### src/rtl/rgb_pwm_driver.sv
// ============================================================================
// rgb_pwm_driver : three-channel active-low RGB PWM driver, period-aligned loads
// Revision: 1.0
// ============================================================================
`default_nettype none

module rgb_pwm_driver #(
    parameter int PRESCALE = 256,
    parameter int PWM_BITS = 8
) (
    input  logic                clk_24MHz_i,
    input  logic                rst_n_i,
    input  logic                color_valid_i,
    output logic                color_ready_o,
    input  logic [PWM_BITS-1:0] color_r_i,
    input  logic [PWM_BITS-1:0] color_g_i,
    input  logic [PWM_BITS-1:0] color_b_i,
    input  logic                enable_i,
    output logic                period_start_o,
    output logic                LED_R_n_o,
    output logic                LED_G_n_o,
    output logic                LED_B_n_o
);

    localparam int                  c_ps_w    = (PRESCALE > 1) ? $clog2(PRESCALE) : 1;
    localparam logic [c_ps_w-1:0]   c_ps_max  = c_ps_w'(PRESCALE - 1);
    localparam logic [c_ps_w-1:0]   c_ps_one  = c_ps_w'(1);
    localparam logic [PWM_BITS-1:0] c_cnt_max = '1;
    localparam logic [PWM_BITS-1:0] c_cnt_one = PWM_BITS'(1);

    logic [c_ps_w-1:0]   prescaler_q, prescaler_d;
    logic [PWM_BITS-1:0] pwm_cnt_q, pwm_cnt_d;
    logic [PWM_BITS-1:0] active_r_q, active_r_d;
    logic [PWM_BITS-1:0] active_g_q, active_g_d;
    logic [PWM_BITS-1:0] active_b_q, active_b_d;
    logic [PWM_BITS-1:0] pend_r_q, pend_r_d;
    logic [PWM_BITS-1:0] pend_g_q, pend_g_d;
    logic [PWM_BITS-1:0] pend_b_q, pend_b_d;
    logic                pending_q, pending_d;
    logic                ready_q, ready_d;
    logic                period_start_q, period_start_d;
    logic                led_r_n_q, led_r_n_d;
    logic                led_g_n_q, led_g_n_d;
    logic                led_b_n_q, led_b_n_d;

    logic w_tick;
    logic w_boundary;
    logic w_accept;

    assign w_tick     = (prescaler_q == c_ps_max);
    assign w_boundary = w_tick && (pwm_cnt_q == c_cnt_max);
    assign w_accept   = color_valid_i && ready_q;

    always_comb begin
        prescaler_d    = w_tick ? '0 : prescaler_q + c_ps_one;
        pwm_cnt_d      = w_tick ? pwm_cnt_q + c_cnt_one : pwm_cnt_q;
        active_r_d     = active_r_q;
        active_g_d     = active_g_q;
        active_b_d     = active_b_q;
        pend_r_d       = pend_r_q;
        pend_g_d       = pend_g_q;
        pend_b_d       = pend_b_q;
        pending_d      = pending_q;
        period_start_d = w_boundary;

        // Accept needs ready, which implies an empty buffer, so it never
        // coincides with a boundary load; an accept on the boundary waits a period.
        if (w_accept) begin
            pend_r_d  = color_r_i;
            pend_g_d  = color_g_i;
            pend_b_d  = color_b_i;
            pending_d = 1'b1;
        end else if (w_boundary && pending_q) begin
            active_r_d = pend_r_q;
            active_g_d = pend_g_q;
            active_b_d = pend_b_q;
            pending_d  = 1'b0;
        end

        // Ready mirrors buffer emptiness, delayed so it first rises one edge after reset.
        ready_d = !pending_d;

        led_r_n_d = ~(enable_i && (pwm_cnt_q < active_r_q));
        led_g_n_d = ~(enable_i && (pwm_cnt_q < active_g_q));
        led_b_n_d = ~(enable_i && (pwm_cnt_q < active_b_q));
    end

    always_ff @(posedge clk_24MHz_i or negedge rst_n_i) begin
        if (!rst_n_i) begin
            prescaler_q    <= '0;
            pwm_cnt_q      <= '0;
            active_r_q     <= '0;
            active_g_q     <= '0;
            active_b_q     <= '0;
            pend_r_q       <= '0;
            pend_g_q       <= '0;
            pend_b_q       <= '0;
            pending_q      <= 1'b0;
            ready_q        <= 1'b0;
            period_start_q <= 1'b0;
            led_r_n_q      <= 1'b1;
            led_g_n_q      <= 1'b1;
            led_b_n_q      <= 1'b1;
        end else begin
            prescaler_q    <= prescaler_d;
            pwm_cnt_q      <= pwm_cnt_d;
            active_r_q     <= active_r_d;
            active_g_q     <= active_g_d;
            active_b_q     <= active_b_d;
            pend_r_q       <= pend_r_d;
            pend_g_q       <= pend_g_d;
            pend_b_q       <= pend_b_d;
            pending_q      <= pending_d;
            ready_q        <= ready_d;
            period_start_q <= period_start_d;
            led_r_n_q      <= led_r_n_d;
            led_g_n_q      <= led_g_n_d;
            led_b_n_q      <= led_b_n_d;
        end
    end

    assign color_ready_o  = ready_q;
    assign period_start_o = period_start_q;
    assign LED_R_n_o      = led_r_n_q;
    assign LED_G_n_o      = led_g_n_q;
    assign LED_B_n_o      = led_b_n_q;

endmodule

`default_nettype wire
### config.mk
export PLATFORM = sky130hd
export DESIGN_NAME = rgb_pwm_driver
export DESIGN_NICKNAME = d
export VERILOG_FILES = /design/src/rtl/rgb_pwm_driver.sv
export SDC_FILE = /design/constraint.sdc
export NUM_CORES = 1
export LEC_CHECK = 0
export BUFFER_PORTS_ARGS = -buffer_cell sky130_fd_sc_hd__buf_4
export CAP_MARGIN = 20
export CELL_PAD_IN_SITES_DETAIL_PLACEMENT = 1
export CELL_PAD_IN_SITES_GLOBAL_PLACEMENT = 2
export CORE_UTILIZATION = 37
export DETAILED_ROUTE_END_ITERATION = 6
export PLACE_DENSITY_LB_ADDON = 0.25
export SYNTH_ARGS = -nofsm -noshare
export SYNTH_HDL_FRONTEND = slang
export SYNTH_SLANG_ARGS = --single-unit
export TNS_END_PERCENT = 1
### constraint.sdc
create_clock -name clk_24MHz_i -period 1.7 [get_ports clk_24MHz_i]
set_input_delay 0.085 -clock clk_24MHz_i [delete_from_list [all_inputs] [get_ports clk_24MHz_i]]
set_output_delay 0.085 -clock clk_24MHz_i [all_outputs]
set_load 0.01 [all_outputs]
==> impl_metrics.tcl <==
set metrics [dict create \
    status "finished, final reports clean" \
    reg2reg_to "active_r_q[7]" \
    clk_latency_ns 0.34 \
    fmax_mhz 608 \
    final_area_um2 4300 \
    grt_pass1_vias 2317 \
    worstHoldPathCells 4 \
    antenna_cells 0 \
    ys_seq_area_share_pct 53.6 \
    postRouteAntennaNets 0 \
    vias 2146 \
    worst_setup_path_start_kind "flip-flop" \
    die_width_um 96.1 \
    hpwl_um 4580 \
    wire_per_inst_um 15.1 \
    io_pins 33 \
    gp_congestion 0.766 \
    leakagePower_uw 0.00208 \
    fin_nets 378 \
    cp-end-kind "flip-flop" \
    drt_iter0_markers 51 \
    min_from "enable_i" \
    fp.coreArea_um2 8380 \
    clockBufferDepth 2 \
    dpl_cell_area_um2 3810 \
    die_y_um 96.1 \
    cts_root_buf "clkbuf_8" \
    n_fill_cell 890 \
    grt_usage_pct 16.8 \
    crit_arrival_ns 1.87 \
    hold_viol 0 \
    totalPowerFinal_uw 3540 \
    most-common-layout-cells "67 x dfrtp_1, 51 x buf_4, 29 x mux2_2" \
    critPathMaxFanout 12 \
    area_delta_synth_final_pct 31.3 \
    drv_slew 0 \
    rsz0062_at_grt "true" \
    r2r_slack_ns 0.06 \
    tightest_slew_ns 0.452 \
    ys_warn_count 0 \
    drc 0 \
    cts_tree "done" \
    h-tree-depth 3 \
    overflow 0 \
    crit_required_ns 1.92 \
    yosysUniqueCellTypes 30 \
    grt_pass1_wl_um 11400 \
    slew_headroom_pct 69.9 \
    routed_wl_um 6590 \
    fp.dieArea_um2 9230 \
    clkTransAtPathRegs_ns 0.08 \
    maxCapViolCount 0 \
    grt_max_degree 38 \
    layout_commonest_cell "dfrtp_1" \
    cts_num_sinks 70 \
    syn_area_um2 3280 \
    reg2reg_from "pwm_cnt_q[0]" \
    netlist_instances 241 \
    first_pass_iters 4 \
    antenna_found_initial 0 \
    holdWs_ns 0.0957 \
    worst_slack_ns 0.0557 \
    fin_crit_sh_pct 96.7 \
    hold_path_class "in2reg" \
    worst_r2r_path_depth 6 \
    avgViaCountPerCell 4.91 \
    ys_ff_latch 70 \
    dpl_worst_slack_ns -0.0187 \
    power_density_nw_per_um2 824 \
    syn_avg_cell_area_um2 13.6 \
    crit_type "reg2reg" \
    drive_gt1_share_pct 39.2 \
    skew_ns 0.0130 \
    start_util_pct 39.1 \
    cts_buffers 9 \
    syn_nets 292 \
    period_needed_ns 1.64 \
    vdd_drop_max_v 0.000438 \
    hold_end "LED_B_n_o" \
    finalSetupViolations 0 \
    rows 33 \
    fin_tns_setup_ns 0 \
    portBuffers 32 \
]
==> through the flow <==
step / utilization (%) / cells
2_1_floorplan: - / 241
3_3_place_gp: 45.4 / 394
3_5_place_dp: 45.4 / 394
4_1_cts: 50.8 / 436
5_1_grt: 51.3 / 437
6_report: 51.3 / 437
==> worst max-delay path by stage <==
stage                            start       endpoint  cells after the start
final                     pwm_cnt_q[0]  active_r_q[7]                      6
after global routing      pwm_cnt_q[1]  active_b_q[0]                      6
after CTS                 pwm_cnt_q[1]      LED_B_n_o                      5
after detailed placement  pwm_cnt_q[0]  active_b_q[0]                      6
after global placement    pwm_cnt_q[0]  active_r_q[7]                      6
after floorplan           pwm_cnt_q[0]  active_b_q[1]                      6
==> metal layers <==
metal,up-vias,track usage [%],share of wire (%),wire (µm)
li1,1015,-,-,-
met3,11,3.79,1.9,122
met4,0,5.97,1.8,118
met5,-,0,0,0
met1,1096,21.3,46,3020
met2,24,28.0,50,3320
==> where the power goes <==
| group | internal (µW) | leakage, µW | total, µW | switching (µW) |
|---|---|---|---|---|
| Clock | 613 | 0.0000848 | 1260 | 651 |
| Combinational | 229 | 0.00110 | 339 | 109 |
| Sequential | 1840 | 0.000895 | 1940 | 98.2 |
| Total | 2680 | 0.00208 | 3540 | 858 |
==> final cells by class <==
class / count / area (µm²) / area share (%)
well taps: 105 / 131 / 3.05
flip-flops and latches: 70 / 1760 / 40.8
clock inverters: 4 / 31.3 / 0.727
repair buffers: 80 / 703 / 16.4
clock buffers: 12 / 155 / 3.61
multi-input cells: 144 / 1440 / 33.5
inverters: 22 / 82.6 / 1.92
==> Yosys cell counts <==
library cell	number	area (µm²)
a21boi_0	1	7.51
and3_1	4	25.0
and4_1	2	17.5
dfstp_2	3	78.8
a21oi_1	3	15.0
nor3_1	4	20.0
o31ai_1	3	22.5
mux2_2	29	327
nand4_1	2	12.5
dfrtp_1	67	1680
buf_6	2	22.5
mux2_4	20	300
buf_2	1	5.00
xnor2_1	6	52.6
nand2b_1	7	43.8
nor2b_1	1	6.26
xor2_1	6	52.6
inv_1	22	82.6
clkbuf_1	2	7.51
ha_1	23	288
nand3_1	7	35.0
o2111ai_1	3	26.3
o21ai_0	2	10.0
nand4_4	1	21.3
nand2_1	4	15.0
and2_1	1	6.26
a21o_1	6	45.0
a22o_1	1	8.76
a2111oi_0	3	26.3
nor2_1	5	18.8
==> state kept, by name, indices dropped and copies added, names as in the netlist <==
name / count
pend_b_q: 8
active_g_q: 8
pend_r_q: 8
active_r_q: 8
prescaler_q: 8
LED_G_n_o: 1
LED_B_n_o: 1
LED_R_n_o: 1
pending_q: 1
color_ready_o: 1
pwm_cnt_q: 8
active_b_q: 8
period_start_o: 1
pend_g_q: 8
==> logic make-up (layout without fill, tap and decap cells) <==
group           count (synthesis)  in the layout  synth area share [%]
xor+xnor                       12             12                  3.21
compound gates                 22             22                  4.93
fa+ha+maj                      23             23                  8.79
mux                            49             49                  19.1
simple gates                   38             38                  6.76
flops                          70             70                  53.6
buf+inv                        27            118                  3.59
==> what timing repair did <==
action,4_1_cts,5_1_grt
endpoints found under the setup margin,4,30
hold buffers,26,0
hold endpoints to repair,57,0
resized for setup,2,11
buffers inserted,0,1
pin swaps,0,1
==> worst max-delay path: stages (launching register included) <==
cell	delay [ns]
dfrtp_1	0.39
ha_2	0.19
and2_4	0.14
and3_4	0.18
nand4_4	0.12
buf_12	0.16
mux2_2	0.33
Power figures use the tool's default switching activity.
